==> src/rtl/issue_ctrl_pkg.sv <==
// Shared constants for the instruction queue / dispatch block: optype codes,
// dispatch unit select, queue entry layout and the optype-to-unit routing rule.
package issue_ctrl_pkg;

    localparam int IQ_SIZE_LOG_DEF = 4;

    localparam logic [3:0] OP_CAL  = 4'd1;
    localparam logic [3:0] OP_CALI = 4'd2;
    localparam logic [3:0] OP_STR  = 4'd3;
    localparam logic [3:0] OP_LAD  = 4'd4;
    localparam logic [3:0] OP_BRA  = 4'd5;
    localparam logic [3:0] OP_JUM  = 4'd6;

    typedef enum logic {
        UNIT_RS  = 1'b0,
        UNIT_LSB = 1'b1
    } unit_e;

    typedef struct packed {
        logic [31:0] ins;
        logic [31:0] pc;
    } iq_entry_t;

    // Memory ops go to the LSB; everything else, including unknown codes, to the RS.
    function automatic unit_e route_unit(input logic [3:0] optype);
        return (optype == OP_LAD || optype == OP_STR) ? UNIT_LSB : UNIT_RS;
    endfunction

endpackage

==> src/rtl/issue_ctrl_fifo.sv <==
// Circular {ins, pc} buffer with head/tail/count; push/pop/clr arrive pre-qualified.
module issue_ctrl_fifo
    import issue_ctrl_pkg::*;
#(
    parameter int LOG = IQ_SIZE_LOG_DEF
) (
    input  logic            clk,
    input  logic            rst,
    input  logic            push,
    input  logic            pop,
    input  logic            clr,
    input  iq_entry_t       wr_data,
    output iq_entry_t       rd_data,
    output logic [LOG:0]    count
);

    localparam int DEPTH = 1 << LOG;

    iq_entry_t          mem_q [DEPTH];
    logic [LOG-1:0]     head_q, head_d;
    logic [LOG-1:0]     tail_q, tail_d;
    logic [LOG:0]       count_q, count_d;

    always_comb begin
        head_d  = head_q;
        tail_d  = tail_q;
        count_d = count_q;
        if (clr) begin
            head_d  = '0;
            tail_d  = '0;
            count_d = '0;
        end else begin
            if (pop)  head_d = head_q + 1'b1;
            if (push) tail_d = tail_q + 1'b1;
            if (push && !pop)      count_d = count_q + 1'b1;
            else if (pop && !push) count_d = count_q - 1'b1;
        end
    end

    always_ff @(posedge clk or posedge rst) begin
        if (rst) begin
            head_q  <= '0;
            tail_q  <= '0;
            count_q <= '0;
        end else begin
            head_q  <= head_d;
            tail_q  <= tail_d;
            count_q <= count_d;
        end
    end

    // On a full queue with a simultaneous pop, tail == head: the popped slot is
    // read combinationally before the edge overwrites it.
    always_ff @(posedge clk) begin
        if (push && !clr) mem_q[tail_q] <= wr_data;
    end

    assign rd_data = mem_q[head_q];
    assign count   = count_q;

endmodule

==> src/rtl/issue_ctrl.sv <==
// Instruction queue front end: buffers fetched instructions and dispatches the
// head to RS or LSB, allocating a ROB entry, when downstream has room.
module issue_ctrl
    import issue_ctrl_pkg::*;
#(
    parameter int IQ_SIZE_LOG = IQ_SIZE_LOG_DEF
) (
    input  logic        clk_in,
    input  logic        rst_in,
    input  logic        rdy_in,
    input  logic        clr_in,
    input  logic        if_valid_in,
    input  logic [31:0] if_ins_in,
    input  logic [31:0] if_pc_in,
    output logic        iq_full_out,
    output logic        dec_ins_flg_out,
    output logic [31:0] dec_ins_out,
    output logic [31:0] dec_pc_out,
    input  logic [3:0]  dec_optype_in,
    input  logic        rob_full_in,
    input  logic        rs_full_in,
    input  logic        lsb_full_in,
    output logic        rob_add_out,
    output logic        rs_add_out,
    output logic        lsb_add_out,
    output logic [31:0] issued_cnt_out
);

    localparam int                 DEPTH   = 1 << IQ_SIZE_LOG;
    localparam logic [IQ_SIZE_LOG:0] DEPTH_C = DEPTH[IQ_SIZE_LOG:0];
    localparam logic [IQ_SIZE_LOG:0] FULL_C  = DEPTH_C - 1'b1;

    iq_entry_t              head_e;
    iq_entry_t              wr_e;
    logic [IQ_SIZE_LOG:0]   count;
    logic                   head_vld, to_lsb, unit_full, go, push, clr_en;
    logic [31:0]            issued_cnt_q, issued_cnt_d;

    assign wr_e = '{ins: if_ins_in, pc: if_pc_in};

    issue_ctrl_fifo #(.LOG(IQ_SIZE_LOG)) u_fifo (
        .clk     (clk_in),
        .rst     (rst_in),
        .push    (push),
        .pop     (go),
        .clr     (clr_en),
        .wr_data (wr_e),
        .rd_data (head_e),
        .count   (count)
    );

    always_comb begin
        head_vld     = (count != '0) && !clr_in;
        to_lsb       = (route_unit(dec_optype_in) == UNIT_LSB);
        unit_full    = to_lsb ? lsb_full_in : rs_full_in;
        go           = head_vld && rdy_in && !rob_full_in && !unit_full;
        // A full queue still accepts when the head leaves in the same cycle.
        push         = if_valid_in && rdy_in && !clr_in && ((count < DEPTH_C) || go);
        clr_en       = clr_in && rdy_in;
        issued_cnt_d = issued_cnt_q + {31'd0, go};
    end

    always_ff @(posedge clk_in or posedge rst_in) begin
        if (rst_in) issued_cnt_q <= '0;
        else        issued_cnt_q <= issued_cnt_d;
    end

    // Asserting one entry early leaves the fetcher a cycle of in-flight slack.
    assign iq_full_out     = (count >= FULL_C);
    assign dec_ins_flg_out = head_vld;
    assign dec_ins_out     = head_e.ins;
    assign dec_pc_out      = head_e.pc;
    assign rob_add_out     = go;
    assign rs_add_out      = go && !to_lsb;
    assign lsb_add_out     = go && to_lsb;
    assign issued_cnt_out  = issued_cnt_q;

endmodule

==> config.mk <==
export PLATFORM = sky130hd
export DESIGN_NAME = issue_ctrl
export DESIGN_NICKNAME = d
export VERILOG_FILES = /design/src/rtl/issue_ctrl_pkg.sv /design/src/rtl/issue_ctrl_fifo.sv /design/src/rtl/issue_ctrl.sv
export SDC_FILE = /design/constraint.sdc
export NUM_CORES = 1
export LEC_CHECK = 0
export BUFFER_PORTS_ARGS = -buffer_cell sky130_fd_sc_hd__buf_2
export CAP_MARGIN = 5
export CORE_ASPECT_RATIO = 1.4
export CORE_MARGIN = 10
export CORE_UTILIZATION = 55
export CTS_BUF_LIST = sky130_fd_sc_hd__clkbuf_16
export CTS_CLUSTER_SIZE = 40
export DETAILED_ROUTE_END_ITERATION = 7
export PLACE_DENSITY = 0.75
export SYNTH_ARGS = -nofsm -noshare
export SYNTH_HDL_FRONTEND = slang
export SYNTH_SLANG_ARGS = --single-unit
==> constraint.sdc <==
create_clock -name clk_in -period 7.62 [get_ports clk_in]
set_input_delay 0.381 -clock clk_in [delete_from_list [all_inputs] [get_ports clk_in]]
set_output_delay 0.381 -clock clk_in [all_outputs]
set_load 0.05 [all_outputs]
# Word-level counts from Yosys, hierarchy flattened
# Memory sizes are Yosys's and may differ from the RTL's.
# Cells that the tools add are included.
# totals
ram_bits,1024
elab_cells,51
ff_bits,45
n_memories,1
out_inout_bits,101
# classes
magnitude_cmp,2
eq_ne,2
n_reduce_logical,26
muxes,11
add_sub_neg,5
# mem_list
memory,words,word_bits,rd,rd_ports_with_merged_regs,write_ports,line,text
u_fifo.mem_q,16,64,1,0,1,issue_ctrl_fifo.sv:19,iq_entry_t mem_q [DEPTH];
# ops
op,count
32-bit by 1-bit adder with 32-bit output,1
4-bit 2-to-1 mux,4
5-bit 2-to-1 mux,3
1-bit logical AND,13
"4-bit by 1-bit adder with 4-bit output, second input constant",2
1-bit zero test,7
"5-bit by 1-bit adder with 5-bit output, second input constant",1
"5-bit by 4-bit greater-or-equal comparator with 1-bit output, second input constant",1
"5-bit less-than comparator, second input constant",1
5-bit nonzero test,1
"5-bit by 1-bit subtractor with 5-bit output, second input constant",1
"4-bit by 2-bit equality test with 1-bit output, second input constant",1
"4-bit by 3-bit equality test with 1-bit output, second input constant",1
1-bit 2-to-1 mux,4
2-bit nonzero test,2
3-bit nonzero test,1
1-bit logical OR,2

# Longest topological paths before layout
# depth
depth_word,13
mapped_depth,13
mapped_depth_nobuf,11

# Hierarchy
# Synthesis repeated with hierarchy kept, for this count alone.
# hier_totals
hier_cells,1796
area_unflattened_um2,40568.9
# by_module_without_submodules
mod,area_each_um2,instances,seq_area_each_um2,cells_per_inst
issue_ctrl_fifo,39071.2,1,31074.8,1662
issue_ctrl,1497.7,1,800.8,134

# Worst setup path before layout
# OpenSTA, ideal clock, no wires.
# synth_path
kind,input to register
from,input dec_optype_in[0]
to,memory u_fifo.mem_q[0][0] (netlist name) (enable)
setup_time_ns,0.666
t_required_ns,6.954
slack_ns,-1.080
path_buffers,2
path_stages,7
arrival_time_ns,8.033
cell_sequence,buf_2 -> nor2_1 -> a211oi_1 -> o2111a_1 -> buf_2 -> o21ai_4 -> nor4b_1
# synth_via
elab_chain_cells,11
# synth_rtl
item,line,text
start: declaration,issue_ctrl.sv:19,"input logic [3:0] dec_optype_in,"
4-bit by 3-bit equality test with 1-bit output or 4-bit by 2-bit equality test with 1-bit output (tied branches),issue_ctrl_pkg.sv:26,return (optype == OP_LAD || optype == OP_STR) ? UNIT_LSB : UNIT_RS;
1-bit logical OR (*),issue_ctrl_pkg.sv:26,
1-bit 2-to-1 mux (*),issue_ctrl_pkg.sv:26,
1-bit 2-to-1 mux (*),issue_ctrl.sv:55,unit_full = to_lsb ? lsb_full_in : rs_full_in;
1-bit zero test (*),issue_ctrl.sv:56,go = head_vld && rdy_in && !rob_full_in && !unit_full;
1-bit logical AND (*),issue_ctrl.sv:56,
1-bit logical OR (*),issue_ctrl.sv:58,push = if_valid_in && rdy_in && !clr_in && ((count < DEPTH_C) || go);
1-bit logical AND (*),issue_ctrl.sv:58,
1-bit logical AND (*),issue_ctrl_fifo.sv:55,if (push && !clr) mem_q[tail_q] <= wr_data;
1-bit 2-to-1 mux (*),issue_ctrl_fifo.sv:55,
1-bit 2-to-1 mux (implied by the code) (*),issue_ctrl_fifo.sv:55,
end: declaration,issue_ctrl_fifo.sv:19,
# Every way passes the cells marked *; elsewhere a longest branch is shown, timed or not.

# Worst setup path after layout
# layout_path
from,register u_fifo.head_q[0]
to,output dec_ins_out[18]
# layout_via
elab_chain_cells,1
# layout_rtl
item,line,text
start: declaration,issue_ctrl_fifo.sv:20,"logic [LOG-1:0] head_q, head_d;"
start signal: assignment,issue_ctrl_fifo.sv:42,head_q <= '0;
start signal: assignment,issue_ctrl_fifo.sv:46,head_q <= head_d;
memory read 16 x 64 bit,n/a,
end: declaration,issue_ctrl.sv:17,"output logic [31:0] dec_ins_out,"
# Every way passes these cells.

==> impl_metrics.json <==
{
  "final_antenna_net_count": 0,
  "yosys_warnings": 0,
  "tightestPinTransition_ps": 1150,
  "synthSimpleGateAreaFrac": 0.0170,
  "die_w_um": 251,
  "port_buffers": 176,
  "gr-total-overflow": 0,
  "seqCellArea_um2": 31900,
  "hold_path.class": "input port to flip-flop",
  "fillerInstances": 4761,
  "syn_inst": 1697,
  "startpoint_type": "flip-flop",
  "post_cts_buffers": 0,
  "regToRegSetupSlack_ps": 4170,
  "final_nets": 2008,
  "crit_chain": "buf_12 > mux4_2 > mux4_2 > buf_2",
  "coreArea_um2": 74000,
  "worstSetupPathType": "flip-flop to output port",
  "slowest_stage": "dfrtp_4",
  "drcViolationCount": 0,
  "multiInputGateArea_um2": 8750,
  "clk_path_buf_depth": 3,
  "synth_compound_area_frac": 0.00489,
  "drtPass1Iterations": 5,
  "finalSetupViolCount": 0,
  "grt_usage": 0.202,
  "maxSlewViolCount": 0,
  "rsz0062_at_grt": "false",
  "maxCapViolCount": 0,
  "drive_gt1_frac": 0.347,
  "yosysSeqAreaShare": 0.778,
  "finalPower_w": 0.0127,
  "num_vias": 18700,
  "wl_mm": 86.0,
  "rows": 118,
  "outcome": "complete, no violations",
  "ctsHtreeMaxLevel": 3,
  "p_leak_nw": 14.5,
  "antenna_found_initial": 21,
  "critPathTopFamily": "multiplexers",
  "post_drt_wl_per_cell_um": 29.0,
  "grt_pass1_vias": 19900,
  "fin_util": 0.625,
  "end_kind": "output port",
  "synth.distinct_cells": 50,
  "top_level_ports": 177,
  "peakVddDrop_mv": 0.228,
  "min_from": "rob_full_in",
  "worstSkewPairLatency_ps": 660,
  "cts_resized": 0,
  "synth_nets": 1785,
  "cts_tree": "done",
  "crit_buf_inv": 2,
  "clkTransAtPathRegs_ps": 60,
  "finClkSkew_ps": 19.4,
  "fin_crit_sh": 0.581,
  "synth_fa_ha_area_frac": 0.00385,
  "min_period_ps": 4420,
  "synth_top_flop_cell": "edfxtp_1",
  "cp_common_cell": "mux4_2",
  "netlist_area_um2": 41000,
  "clk_root_buffer_cell": "clkbuf_16",
  "cts_made_buffers": 94,
  "gp_congestion": 0.786,
  "synth_seq_cells": 1069,
  "reg2reg_depth": 10,
  "area_growth_pct": 12.8,
  "path_max_fanout": 118,
  "required_ps": 7240,
  "clock-sinks": 1069,
  "initial_core_util": 0.554,
  "fmax_mhz": 226,
  "synth_top_family_by_area": "multiplexers",
  "die_height_um": 343,
  "dp_hpwl_mm": 44.3,
  "hold_path_end": "u_fifo.head_q[1]",
  "grt_pass1_wl_mm": 130,
  "avgSynthCellArea_um2": 24.1,
  "synth_mux_area_frac": 0.179,
  "whs_path_depth": 4,
  "worstReg2RegStart": "u_fifo.count[0]",
  "hold_violations": 0,
  "via_per_inst": 6.31,
  "synth_edf_count": 1024,
  "r2r-end": "u_fifo.count[4]",
  "worstPathArrival_ps": 4040,
  "drtIter0Drc": 1668,
  "grt_max_degree": 136,
  "p_per_area_nw_per_um2": 274,
  "synth_xor_area_frac": 0.00684,
  "slew_headroom": 0.235,
  "critPathMaxStageDelay_ps": 1080,
  "dieArea_um2": 85900,
  "synthArstFlopShare": 0.0421
}
[worst register-to-register path, delay by kind of cell, from the launching register on]
| family | cells | cell delay, ps |
|---|---|---|
| flip-flops | 1 | 450 |
| adder cells (fa/ha/maj) | 1 | 430 |
| AND/OR/NAND/NOR | 5 | 1670 |
| AO/OA/AOI/OAI | 4 | 780 |
[timing repair]
item	CTS	global route
hold endpoints to repair	14	0
hold buffers	2	0
setup endpoints to repair	0	0
[layout by cell type (no fill, tap or decap), types with 8 or more instances in the layout]
master,n
buf_2,176
buf_4,29
bufinv_16,10
clkbuf_16,96
clkinv_1,19
clkinv_2,12
dfrtp_1,41
diode_2,8
edfxtp_1,1024
ha_1,11
inv_1,30
mux2i_1,8
mux4_2,320
nand2_1,23
nand3_1,22
nor2_1,15
nor2_4,8
nor3_1,11
xnor2_1,23
xor2_1,9
[synth_stat cells (all sizes together), types with 4 or more instances]
master	n	area (µm²)
nor3	15	75.1
or3	4	25.0
nand4	6	37.5
xnor2	23	201
and4	5	43.8
clkbuf	43	163
mux2i	9	93.8
nand2b	4	25.0
nor4b	5	43.8
and3	5	31.3
nand3	22	110
mux4	320	7210
xor2	9	78.8
o21ai	6	41.3
inv	14	52.6
nor2	23	86.3
nand3b	4	30.0
nand2	23	86.3
dfrtp	45	1130
a21oi	5	25.0
edfxtp	1024	30700
buf	41	219
ha	11	138
[cell families after synthesis]
kind of cell               count (synthesis)
adders and majority gates                 12
AOI/OAI and AO/OA                         27
muxes                                    330
and+or+nand+nor                          129
buffers and inverters                     98
DFF                                     1069
xor gates and xnor gates                  32
[final cells by class]
type,instances,share of cell area
Sequential cell,1069,0.690
Multi-Input combinational cell,530,0.189
Clock buffer,96,0.0520
Tap cell,960,0.0260
Timing Repair Buffer,211,0.0259
Clock inverter,75,0.0150
Inverter,14,0.00114
Antenna cell,8,0.000433
[worst max path at each step]
stage / end / start / depth (start not counted) / slack (ps)
6_report: dec_ins_out[18] / u_fifo.head_q[0] / 4 / 3200
5_1_grt: dec_ins_out[18] / u_fifo.head_q[0] / 4 / 2890
4_1_cts: dec_ins_out[16] / u_fifo.head_q[0] / 4 / 3050
3_5_place_dp: u_fifo.mem_q[11][12] / dec_optype_in[2] / 7 / 3580
3_3_place_gp: u_fifo.mem_q[11][16] / dec_optype_in[2] / 7 / 3650
2_1_floorplan: u_fifo.mem_q[0][0] / dec_optype_in[0] / 7 / -1080
[report_power, final]
part	leakage [nW]	switching, W	internal (W)
clock network	1.56	0.00207	0.00265
logic	3.13	0.000776	0.000564
registers	9.82	0.0000832	0.00651
total	14.5	0.00293	0.00972
[layer usage]
layer | global-route usage | vias to the layer above | share of wire
met2 | 0.336 | 761 | 0.52
met4 | 0.0591 | 20 | 0.017
met1 | 0.269 | 10100 | 0.39
met3 | 0.0389 | 117 | 0.072
li1 | - | 7731 | -
met5 | 0 | - | 0.0016
[state kept, by name, indices dropped and copies added, names as in the netlist]
register        cells
issued_cnt_out     32
u_fifo.count        5
u_fifo.head_q       4
u_fifo.mem_q     1024
u_fifo.tail_q       4
[metrics by stage]
step | hold WS [ps] | TNS, ps | setup slack, ps | std cells | instance area, µm²
floorplan | 480 | -276420 | -1080 | 1697 | 41000
global placement | 355 | 0 | 3650 | 2782 | 43100
detailed placement | 366 | 0 | 3580 | 2782 | 43100
CTS | 34.8 | 0 | 3050 | 2955 | 46200
global route | 88.8 | 0 | 2890 | 2959 | 46200
finish | 71.7 | 0 | 3200 | 2963 | 46200
Note: power is estimated with default switching activity, not from simulation.
